## src/rtl/conv_pkg.sv

```systemverilog
// conv_pkg: shared widths, frame lengths and FSM states for the conv stream feeder (GAP state only with CONV_FEEDER_GAP_EN)
package conv_pkg;
  localparam int DATA_W      = 16;
  localparam int IMG_N       = 7;
  localparam int K_N         = 3;
  localparam int FRAME_LEN_K = 90;
  localparam int FRAME_LEN   = 81;
  typedef enum logic [2:0] {
    IDLE,
    KERN,
    FIRST,
    ROW,
    SWEEP
`ifdef CONV_FEEDER_GAP_EN
    , GAP
`endif
  } state_t;
endpackage

```

## src/rtl/conv_scan_addr.sv

```systemverilog
// conv_scan_addr: row/column generator for the serpentine kernel-window scan order
module conv_scan_addr import conv_pkg::*; #(
  parameter int IMG_N = conv_pkg::IMG_N,
  parameter int K_N   = conv_pkg::K_N
) (
  input  logic       clk,
  input  logic       rst_n,
  input  state_t     state,
  output logic [2:0] row,
  output logic [2:0] col,
  output logic       phase_last
);
  localparam int SW_N = IMG_N - K_N;
  logic [1:0] a_q, a_d, b_q, b_d;
  logic [2:0] w_q, w_d;
  logic       scan;
  // a = major step (column or kernel row), b = minor step inside a triplet, w = window row
  always_comb begin
    scan       = state inside {KERN, FIRST, ROW, SWEEP};
    phase_last = scan && b_q == 2'(K_N-1) &&
                 (state == ROW || (state == SWEEP ? a_q == 2'(SW_N-1) : a_q == 2'(K_N-1)));
    a_d = !scan || phase_last ? 2'd0 : b_q == 2'(K_N-1) ? a_q + 2'd1 : a_q;
    b_d = !scan || b_q == 2'(K_N-1) ? 2'd0 : b_q + 2'd1;
    w_d = !scan ? 3'd1 : state == SWEEP && phase_last && w_q != 3'(SW_N+1) ? w_q + 3'd1 : w_q;
    row = state == KERN  ? 3'(a_q) + 3'd1 :
          state == FIRST ? 3'(b_q) + 3'd1 :
          state == ROW   ? w_q + 3'(K_N-1) : w_q + 3'(b_q);
    col = state == KERN  ? 3'(b_q) + 3'd1 :
          state == FIRST ? 3'(a_q) + 3'd1 :
          state == ROW   ? (w_q[0] ? 3'd1 : 3'(SW_N+1)) + 3'(b_q) :
          w_q[0] ? 3'(K_N+1) + 3'(a_q) : 3'(K_N+1) - 3'(a_q);
  end
  // scan counters
  always_ff @(posedge clk or negedge rst_n)
    if (!rst_n) begin
      a_q <= 2'd0;
      b_q <= 2'd0;
      w_q <= 3'd1;
    end else begin
      a_q <= a_d;
      b_q <= b_d;
      w_q <= w_d;
    end
endmodule

```

## src/rtl/conv_stream_feeder.sv

```systemverilog
// conv_stream_feeder: reads kernel/pixel memory in conv scan order and streams words to the conv core (CONV_FEEDER_GAP_EN adds an inter-frame gap)
module conv_stream_feeder import conv_pkg::*; #(
  parameter int DATA_W     = conv_pkg::DATA_W,
  parameter int IMG_N      = conv_pkg::IMG_N,
  parameter int K_N        = conv_pkg::K_N,
  parameter int GAP_CYCLES = 7
) (
  input  logic              clk,
  input  logic              rst_n,
  input  logic              start,
  input  logic              load_kernel,
  output logic              rd_en,
  output logic              rd_sel,
  output logic [2:0]        rd_row,
  output logic [2:0]        rd_col,
  input  logic [DATA_W-1:0] rd_data,
  output logic [DATA_W-1:0] data,
  output logic              ena,
  output logic              busy,
  output logic              done
);
  state_t            state_q, state_d;
  logic              kern_q, kern_d, ena_q, done_q, phase_last, frame_last;
  logic [6:0]        cnt_q, cnt_d;
  logic [2:0]        row, col;
  logic [DATA_W-1:0] hold_q;
  conv_scan_addr #(.IMG_N(IMG_N), .K_N(K_N)) u_scan (
    .clk(clk), .rst_n(rst_n), .state(state_q), .row(row), .col(col), .phase_last(phase_last)
  );
`ifdef CONV_FEEDER_GAP_EN
  logic [7:0] gap_q;
  // gap state lasts GAP_CYCLES-1 cycles; the IDLE cycle that follows completes the ena-low window
  always_ff @(posedge clk or negedge rst_n)
    if (!rst_n) gap_q <= 8'd0;
    else        gap_q <= state_q == GAP ? gap_q + 8'd1 : 8'd0;
`else
  logic unused_gap;
  assign unused_gap = ^GAP_CYCLES;
`endif
  // read strobe/address decode, frame length tracking and next state
  always_comb begin
    rd_en      = state_q inside {KERN, FIRST, ROW, SWEEP};
    rd_sel     = rd_en && state_q != KERN;
    rd_row     = rd_en ? row : 3'd0;
    rd_col     = rd_en ? col : 3'd0;
    frame_last = rd_en && cnt_q == 7'(kern_q ? FRAME_LEN_K-1 : FRAME_LEN-1);
    kern_d     = state_q == IDLE && start ? load_kernel : kern_q;
    cnt_d      = rd_en ? cnt_q + 7'd1 : 7'd0;
    state_d    = frame_last ?
`ifdef CONV_FEEDER_GAP_EN
                 GAP :
`else
                 IDLE :
`endif
                 state_q == IDLE ? (start ? (load_kernel ? KERN : FIRST) : IDLE) :
                 phase_last ? (state_q == KERN ? FIRST : state_q == SWEEP ? ROW : SWEEP) : state_q;
`ifdef CONV_FEEDER_GAP_EN
    if (state_q == GAP) state_d = gap_q == 8'(GAP_CYCLES-2) ? IDLE : GAP;
`endif
    data = ena_q ? rd_data : hold_q;
    ena  = ena_q;
    busy = rd_en | ena_q;
    done = done_q;
  end
  // FSM state, frame bookkeeping and output register
  always_ff @(posedge clk or negedge rst_n)
    if (!rst_n) begin
      state_q <= IDLE;
      kern_q  <= 1'b0;
      cnt_q   <= 7'd0;
      ena_q   <= 1'b0;
      done_q  <= 1'b0;
      hold_q  <= '0;
    end else begin
      state_q <= state_d;
      kern_q  <= kern_d;
      cnt_q   <= cnt_d;
      ena_q   <= rd_en;
      done_q  <= frame_last;
      hold_q  <= data;
    end
endmodule
```

## config.mk

```make
export PLATFORM = sky130hd
export DESIGN_NAME = conv_stream_feeder
export DESIGN_NICKNAME = d
export VERILOG_FILES = /design/src/rtl/conv_pkg.sv /design/src/rtl/conv_scan_addr.sv /design/src/rtl/conv_stream_feeder.sv
export SDC_FILE = /design/constraint.sdc
export NUM_CORES = 1
export LEC_CHECK = 0
export CELL_PAD_IN_SITES_DETAIL_PLACEMENT = 1
export CELL_PAD_IN_SITES_GLOBAL_PLACEMENT = 1
export CORE_MARGIN = 2
export CORE_UTILIZATION = 25
export CTS_CLUSTER_DIAMETER = 30
export DETAILED_ROUTE_END_ITERATION = 6
export PLACE_DENSITY_LB_ADDON = 0.1
export SYNTH_ARGS = -nofsm -noshare
export SYNTH_HDL_FRONTEND = slang
export SYNTH_HIERARCHICAL = 1
export SYNTH_SLANG_ARGS = --single-unit
```

## constraint.sdc

```tcl
create_clock -name clk -period 3.33 [get_ports clk]
set_input_delay 0.4995 -clock clk [delete_from_list [all_inputs] [get_ports clk]]
set_output_delay 0.4995 -clock clk [all_outputs]
set_load 0.03 [all_outputs]
```

==> reports/results.ini, run 1 <==
[timing]
hold_violations=0
max_freq_mhz=323
period_share_pct=93.0
slew_violations=0
worstMarginPinSlew_ns=0.839
setup_viol=0
worst_clock_skew_ns=0.00250
rsz0062_at_grt=no
setup_tns_ns=0
finalCriticalPeriod_ns=3.10
slew_headroom_pct=44.0

[grt]
antenna_found_initial=0
grt_pass1_wl_um=8650
gr-usage-met3_pct=2.13
grt_pass1_vias=1674
top_usage_layer=met2
gr-usage-all-layers_pct=12.5
use_met1_pct=16.5
grt_max_degree=37
grt_overflow=0
use_met2_pct=20.4

[logic_synthesis]
ys.flop_type=dfrtp_1
synth_xor_xnor_area_share_pct=5.87
synthMuxAreaShare_pct=10.2
synth_compound_area_share_pct=12.0
ys_seq_area_share_pct=43.2
synth_cell_type_count=54
synth_top_family_by_area=simple AND/OR/NAND/NOR gates
yosys.area_share.simple_pct=18.4
synth_area_per_cell_um2=10.8
synth_seq_cells=36
synth_area_um2=2090
yosys.area.top_type_share_pct=41.9
synth.area.top_cells=dfrtp_1 (42%), mux2_2 (9.7%), ha_1 (4.8%)
synth-async-reset-ratio_pct=100
synth_fa_ha_area_share_pct=6.29
synthCells=194
yosysTopAreaCell=dfrtp_1
ys_warn_count=6
synth-edff-count=0
syn-num-nets=223

[power_and_ir_drop]
clkPwrFrac_pct=38.0
power.density_nw_per_um2=314
vdd_drop_max_mv=0.128
p_leak_nw=1.18
totalPowerFinal_w=0.000859
p_sw_w=0.000201
pwr-share-comb_pct=9.7
power.internal_w=0.000658
seqPwrFrac_pct=52.3
switching_share_pct=23.4

[job]
maxCapViolCount=0

[die]
row_count=33
io_pins=47
core_area_um2=8180
die_height_um=95.4
start_util_pct=25.6
die_w_um=95.4
die_area_um2=9100

[route]
drt_iter0_markers=44
antenna_left=0
via_count=1643
viasPerCell=4.72
drcViolationCount=0
wire_per_inst_um=15.3
firstDrtPassIters=6
totalWireLength_um=5330

[setup_path]
worst_ep_required_time_ns=2.83
crit_arrival_ns=2.60
cpMaxStageDelayCell=clkdlybuf4s50_1
cp-end-kind=primary output
cp_num_buf_inv=1
crit_fanout=5
crit_chain=ha_1, fa_1, xnor2_1, a222oi_1, and2_1, clkdlybuf4s50_1
cpPeakStageDelay_ns=0.66
critPathTopFamily=buffers and inverters
cp-start-kind=register
crit_type=reg -> out

[clocking]
clock_sinks=36
post_cts_buffers=0
h-tree-depth=2
cts_buffer_depth=2
ctsRootBufferMaster=clkbuf_8
cts_tree=built
clk_latency_ns=0.28
postCtsResizedCells=0
cts_buffers=5
ctsHoldBuffers=0
clkSlewWorstSetupHoldPaths_ns=0.07

[place]
hpwl_um=3780
io_buffer_count=46
place_inst=340
gp_congestion=0.732

[hold_path]
hold_path.class=in -> async

[final_layout]
synthToLayoutAreaGrowth_pct=31.0
diodes=0
num-nets-final=271
layout-drive-gt1-share_pct=17.3
final_util_pct=33.5
stdcell_count=348

[outcome]
outcome=completed

## registers in the layout, summed over array words and instances, names as in the netlist
register and flops:
state_q 3, cnt_q 7, done 1, u_scan/a_q 2, u_scan/b_q 2, ena 1, kern_q 1, u_scan/w_q 3
hold_q 16
## stage by stage
stage               hold WS [ns]  cell area [um2]  worst slack, ns
global placement           0.479             2650            0.543
finish                     0.312             2740            0.232
detailed placement         0.483             2650            0.551
global route               0.386             2740           0.0962
CTS                        0.349             2740            0.213
floorplan                  0.204             2090             1.13
## cell type report
class | count | area (um2)
fillers | 913 | 5440
multi-input cells | 141 | 1100
flip-flops and latches | 36 | 902
repair buffers | 49 | 478
well taps | 105 | 131
clock buffers | 8 | 90.1
inverters | 9 | 33.8
## cell usage after synthesis, types with 2 or more instances
cell type and n:
a21oi_1 4, a222oi_1 2, a311oi_1 2, a31oi_1 3, and2_1 11, and3_1 2, buf_2 5, buf_4 2
dfrtp_1 35, ha_1 8, inv_1 6, inv_2 3, mux2_2 18, nand2_1 7, nand2b_1 6, nand3_1 5
nor2_1 12, nor2_4 2, nor2b_1 7, nor3_1 5, o211ai_1 2, o21ai_0 6, o22ai_1 2, or3b_1 2
xnor2_1 4, xor2_1 5
## per-layer routing
layer | vias up | wire, um | share of wire (%)
met1 | 822 | 2460 | 46
li1 | 782 | - | -
met5 | - | 0 | 0
met4 | 0 | 80 | 1.5
met3 | 6 | 200 | 3.8
met2 | 33 | 2590 | 49
## worst paths after layout
kind	slack [ns]	end	from	cells after the start
setup / recovery	0.23	rd_row[2]	u_scan/b_q[0]	6
hold / removal	0.31	hold_q[13]	rst_n	1
setup reg to reg	0.95	state_q[1]	u_scan/b_q[0]	9
hold reg to reg	0.50	hold_q[14]	hold_q[14]	1
max in group asynchronous	2.49	u_scan/a_q[1]	rst_n	1
min in group clk	0.50	hold_q[14]	hold_q[14]	1
## cells in the final DEF, fill, tap and decap left out, types with 2 or more instances in the layout
master,instances
a222oi_1,2
o211ai_1,2
dfrtp_1,35
and3_1,2
ha_1,8
nand2b_1,6
buf_4,3
nor2b_1,7
nor2_4,2
mux2_2,18
clkbuf_8,6
o21ai_0,6
inv_1,6
inv_2,3
and2_1,11
xor2_1,5
a31oi_1,3
clkdlybuf4s50_1,45
nand3_1,5
clkbuf_1,2
nor3_1,5
nor2_1,12
or3b_1,2
nand2_1,7
o22ai_1,2
a21oi_1,4
a311oi_1,2
xnor2_1,4
## power by group through the flow
stage / logic (W) / registers (W) / clock network (W)
detailed placement: 0.0000855 / 0.000458 / 0
global route: 0.0000896 / 0.000450 / 0.000359
finish: 0.0000831 / 0.000449 / 0.000327
floorplan: 0.0000332 / 0.000457 / 0
global placement: 0.0000845 / 0.000457 / 0
CTS: 0.0000855 / 0.000449 / 0.000342
## worst register-to-register path: stages, from the launching register on
cell	delay, ns
dfrtp_1	0.43
inv_1	0.11
ha_1	0.44
nand4_1	0.27
nor3_1	0.35
a31o_2	0.23
nand2_1	0.07
a21oi_1	0.15
a311oi_1	0.07
nor3_2	0.19
## logic make-up after synthesis
logic type,Yosys count
AOI/OAI and AO/OA,34
xor gates and xnor gates,11
adders and majority gates,10
buffers and inverters,17
DFF,36
muxes,19
and+or+nand+nor,67
Power figures use the tool's default switching activity.
==> run 2, diff against run 1 <==
- SETUP_SLACK_MARGIN: default -> 0.2
==> reports/results.ini, run 2 (synthesized netlist as in run 1, its figures left out) <==
[outcome]
outcome=completed

[setup_path]
worst_ep_required_time_ns=2.83  ; about the same
cp-end-kind=primary output
r2r_setup_slack_ns=0.97  ; +0.02 ns
worstSetupStartpoint=state_q[1]
r2r_start=u_scan/b_q[0]
crit_type=reg -> out
reg2regPathDepth=9  ; unchanged
worstReg2RegEnd=state_q[1]
crit_arrival_ns=2.49  ; -0.11 ns
crit_fanout=19  ; +14
cp-start-kind=register

[die]
io_pins=47  ; unchanged
die_w_um=95.4  ; unchanged
row_count=33  ; unchanged
die_area_um2=9100  ; unchanged
core_area_um2=8180  ; unchanged
start_util_pct=25.6  ; unchanged
die_height_um=95.4  ; unchanged

[final_layout]
largestRegisters=hold_q (16), cnt_q (7)
largest_reg_flops=16  ; unchanged
largest-register=hold_q
stdcell_count=348  ; unchanged
final_common_cell=clkdlybuf4s50_1
layout-drive-gt1-share_pct=17.7  ; +0.41 points
num-nets-final=271  ; unchanged
final_cell_area_um2=2740  ; +0.23%
diodes=0  ; unchanged
synthToLayoutAreaGrowth_pct=31.3
layout_common_cells=clkdlybuf4s50_1 (43), dfrtp_1 (34), mux2_2 (18)

[timing]
slew_violations=0  ; unchanged
setup_tns_ns=0  ; unchanged
period_share_pct=89.7  ; -3.3 points
rsz0062_at_grt=no
finalCriticalPeriod_ns=2.99  ; -0.109 ns
worstMarginPinSlew_ns=0.834  ; -0.00579 ns
max_freq_mhz=335  ; +3.7%
whs_ns=0.310  ; -0.00226 ns
hold_violations=0  ; unchanged
setup_viol=0  ; unchanged
worst_clock_skew_ns=0.00428  ; +0.00178 ns
slew_headroom_pct=44.4  ; +0.39 points

[route]
firstDrtPassIters=7  ; +1
via_count=1640  ; -0.18%
drt_iter0_markers=47  ; +6.8%
antenna_left=0  ; unchanged
viasPerCell=4.71  ; -0.18%
wire_per_inst_um=15.3  ; -0.34%
drcViolationCount=0  ; unchanged
totalWireLength_um=5310  ; -0.34%

[grt]
grt_overflow=0  ; unchanged
antenna_found_initial=0  ; unchanged
grt_max_degree=37  ; unchanged
gr-usage-all-layers_pct=12.5  ; unchanged
grt_pass1_wl_um=8650  ; unchanged
grt_pass1_vias=1674  ; unchanged

[place]
hpwl_um=3780  ; unchanged
gp_congestion=0.732  ; unchanged
place_inst=340  ; unchanged
placed_area_um2=2650  ; unchanged
io_buffer_count=46  ; unchanged

[clocking]
clock_sinks=36  ; unchanged
clk_latency_ns=0.28  ; about the same
post_cts_buffers=0  ; unchanged
ctsRootBufferMaster=clkbuf_8
cts_buffer_depth=2  ; unchanged
cts_buffers=5  ; unchanged
h-tree-depth=2  ; unchanged
clkSlewWorstSetupHoldPaths_ns=0.07  ; about the same
ctsHoldBuffers=0  ; unchanged
postCtsResizedCells=0  ; unchanged
cts_tree=built

[hold_path]
hold_path.class=in -> async

[job]
maxCapViolCount=0  ; unchanged

[power_and_ir_drop]
vdd_drop_max_mv=0.128  ; about the same
p_leak_nw=1.20  ; +1.5%
power.density_nw_per_um2=312  ; -0.54%
totalPowerFinal_w=0.000856  ; -0.31%

-- run 2: area by class of cell --
cell class	count	area (um2)
multi-input cells	141	1100
fillers	913	5430
inverters	9	33.8
well taps	105	131
flip-flops and latches	36	903
repair buffers	49	483
clock buffers	8	90.1
-- run 2: worst max path at each step --
stage           endpoint  slack (ns)
4_1_cts        rd_row[2]        0.21
3_3_place_gp   rd_row[2]        0.54
5_1_grt        rd_col[2]        0.21
3_5_place_dp   rd_row[2]        0.55
2_1_floorplan  rd_row[2]        1.13
6_report       rd_col[2]        0.34
-- run 2: routing by layer --
| metal | global-route usage [%] | up-vias | part of all wire [%] |
|---|---|---|---|
| li1 | - | 783 | - |
| met3 | 2.13 | 6 | 3.7 |
| met1 | 16.5 | 820 | 45 |
| met5 | 0 | - | 0 |
| met4 | 5.00 | 0 | 1.5 |
| met2 | 20.4 | 31 | 49 |
-- run 2: power breakdown --
part	switching (W)	total (W)	leakage (nW)	internal, W
logic	0.0000407	0.0000830	0.736	0.0000423
registers	0.00000217	0.000449	0.417	0.000447
clock network	0.000155	0.000324	0.0455	0.000169
total	0.000198	0.000856	1.20	0.000658
-- run 2: worst max-delay path: stages, from the launching register on --
cell             delay (ns)
dfrtp_1                0.60
buf_4                  0.27
nand2b_1               0.09
o22ai_1                0.08
a222oi_1               0.32
and2_1                 0.17
clkdlybuf4s50_1        0.67
-- run 2: stage by stage --
stage / util, % / setup slack, ns
5_1_grt: 33.6 / 0.209
3_3_place_gp: 32.4 / 0.543
2_1_floorplan: - / 1.13
6_report: 33.6 / 0.341
3_5_place_dp: 32.4 / 0.551
4_1_cts: 33.5 / 0.213
==> run 3, diff against run 2 <==
- TNS_END_PERCENT: default -> 30
==> reports/results.ini, run 3 (synthesized netlist as in run 1, its figures left out) <==
[route]
wire_per_inst_um=15.3  ; +0.43%
via_count=1643  ; +0.18%
drt_iter0_markers=44  ; -6.4%
viasPerCell=4.72  ; +0.18%
firstDrtPassIters=6  ; -1
antenna_left=0  ; unchanged
drcViolationCount=0  ; unchanged
totalWireLength_um=5340  ; +0.43%

[final_layout]
final_common_cell=clkdlybuf4s50_1
num-nets-final=271  ; unchanged
layout-drive-gt1-share_pct=17.3  ; -0.41 points
fillers=912  ; -0.11%
layout_common_cells=clkdlybuf4s50_1 (44), dfrtp_1 (35), mux2_2 (18)
largest_reg_flops=16  ; unchanged
final_cell_area_um2=2740  ; -0.14%
synthToLayoutAreaGrowth_pct=31.1
largest-register=hold_q
diodes=0  ; unchanged
stdcell_count=348  ; unchanged
largestRegisters=hold_q (16), cnt_q (7)

[power_and_ir_drop]
power.density_nw_per_um2=313  ; +0.45%
clkPwrFrac_pct=38.0  ; about the same
pwr-share-comb_pct=9.7  ; about the same
p_leak_nw=1.20  ; about the same
seqPwrFrac_pct=52.3  ; about the same
vdd_drop_max_mv=0.128  ; about the same
power.internal_w=0.000658  ; about the same
switching_share_pct=23.4  ; +0.24 points
p_sw_w=0.000201  ; +1.3%

[place]
place_inst=340  ; unchanged
placed_area_um2=2650  ; unchanged
io_buffer_count=46  ; unchanged
gp_congestion=0.732  ; unchanged
hpwl_um=3780  ; unchanged

[clocking]
clkSlewWorstSetupHoldPaths_ns=0.07  ; about the same
h-tree-depth=2  ; unchanged
cts_buffers=5  ; unchanged
cts_tree=built
clock_sinks=36  ; unchanged
clk_latency_ns=0.29  ; about the same
cts_buffer_depth=2  ; unchanged
ctsRootBufferMaster=clkbuf_8

[timing]
slew_violations=0  ; unchanged
setup_viol=0  ; unchanged
finalCriticalPeriod_ns=3.08  ; +0.0945 ns
period_share_pct=92.6  ; +2.8 points
whs_ns=0.312  ; +0.00226 ns
max_freq_mhz=324  ; -3.1%
worst_clock_skew_ns=0.00249  ; -0.00178 ns
setup_tns_ns=0  ; unchanged
slew_headroom_pct=44.0  ; -0.39 points
hold_violations=0  ; unchanged
rsz0062_at_grt=yes
worstMarginPinSlew_ns=0.839  ; +0.00579 ns

[outcome]
outcome=completed

[grt]
grt_overflow=0  ; unchanged
grt_pass1_vias=1674  ; unchanged
grt_pass1_wl_um=8650  ; unchanged
gr-usage-all-layers_pct=12.5  ; unchanged
antenna_found_initial=0  ; unchanged
grt_max_degree=37  ; unchanged

[die]
die_w_um=95.4  ; unchanged
core_area_um2=8180  ; unchanged
die_area_um2=9100  ; unchanged
io_pins=47  ; unchanged
start_util_pct=25.6  ; unchanged
die_height_um=95.4  ; unchanged
row_count=33  ; unchanged

[job]
maxCapViolCount=0  ; unchanged

[setup_path]
crit_arrival_ns=2.58  ; +0.09 ns
cp-start-kind=register
cp-end-kind=primary output
crit_fanout=10  ; -9
crit_type=reg -> out
worst_ep_required_time_ns=2.83  ; about the same

[hold_path]
hold_path.class=in -> async

-- run 3: cell count changes in the layout (fill, tap and decap cells not counted) --
| cell | change |
|---|---|
| clkdlybuf4s50_1 | +1 |
| dfrtp_1 | +1 |
| dfrtp_2 | -1 |
| dlymetal6s2s_1 | -1 |
-- run 3: cell type report --
class	count	area (um2)	share of cell area [%]
tap	105	131	4.79
timing repair buffer	49	480	17.5
clock buffer	8	90.1	3.29
multi-input combinational	141	1100	40.2
sequential	36	902	32.9
inverter	9	33.8	1.23
-- run 3: final timing paths --
| kind | slack, ns | startpoint | cells past startpoint | end |
|---|---|---|---|---|
| worst max-delay path | 0.25 | u_scan/w_q[0] | 6 | rd_row[1] |
| worst min-delay path | 0.31 | rst_n | 1 | hold_q[13] |
| worst max register to register | 0.95 | u_scan/b_q[0] | 9 | state_q[1] |
| worst min register to register | 0.50 | hold_q[14] | 1 | hold_q[14] |
| max in group asynchronous | 2.49 | rst_n | 1 | u_scan/a_q[1] |
| min in group clk | 0.50 | hold_q[14] | 1 | hold_q[14] |
-- run 3: power groups by stage --
stage                     logic (W)  registers [W]  clock network (W)
final                     0.0000831       0.000449           0.000327
after global routing      0.0000896       0.000450           0.000359
after CTS                 0.0000855       0.000449           0.000342
after detailed placement  0.0000855       0.000458                  0
after global placement    0.0000845       0.000457                  0
after floorplan           0.0000332       0.000457                  0
-- run 3: per-stage QoR --
step	utilization, %	setup WS (ns)	power (W)
after floorplan	-	1.13	0.000490
after detailed placement	32.4	0.551	0.000543
after global placement	32.4	0.543	0.000541
after CTS	33.5	0.213	0.000876
after global routing	33.5	0.0970	0.000898
final	33.5	0.247	0.000859
-- run 3: routing by layer --
metal	up-vias	share of wire, %	track usage (%)
met5	-	0	0
met4	0	1.5	5.00
met3	6	3.7	2.13
met2	33	49	20.4
met1	822	46	16.5
li1	782	-	-
-- run 3: timing repair --
item                                    4_1_cts  5_1_grt
buffers inserted                              0        0
hold buffers                                  0        0
resized for setup                             0        1
endpoints found under the setup margin        0        3
-- run 3: worst max-delay path, stage by stage, from the launching register on --
cell and delay, ns:
dfstp_2 0.65, ha_1 0.20, fa_1 0.43, a2bb2oi_1 0.19
o211ai_1 0.09, and2_1 0.15, clkdlybuf4s50_1 0.58
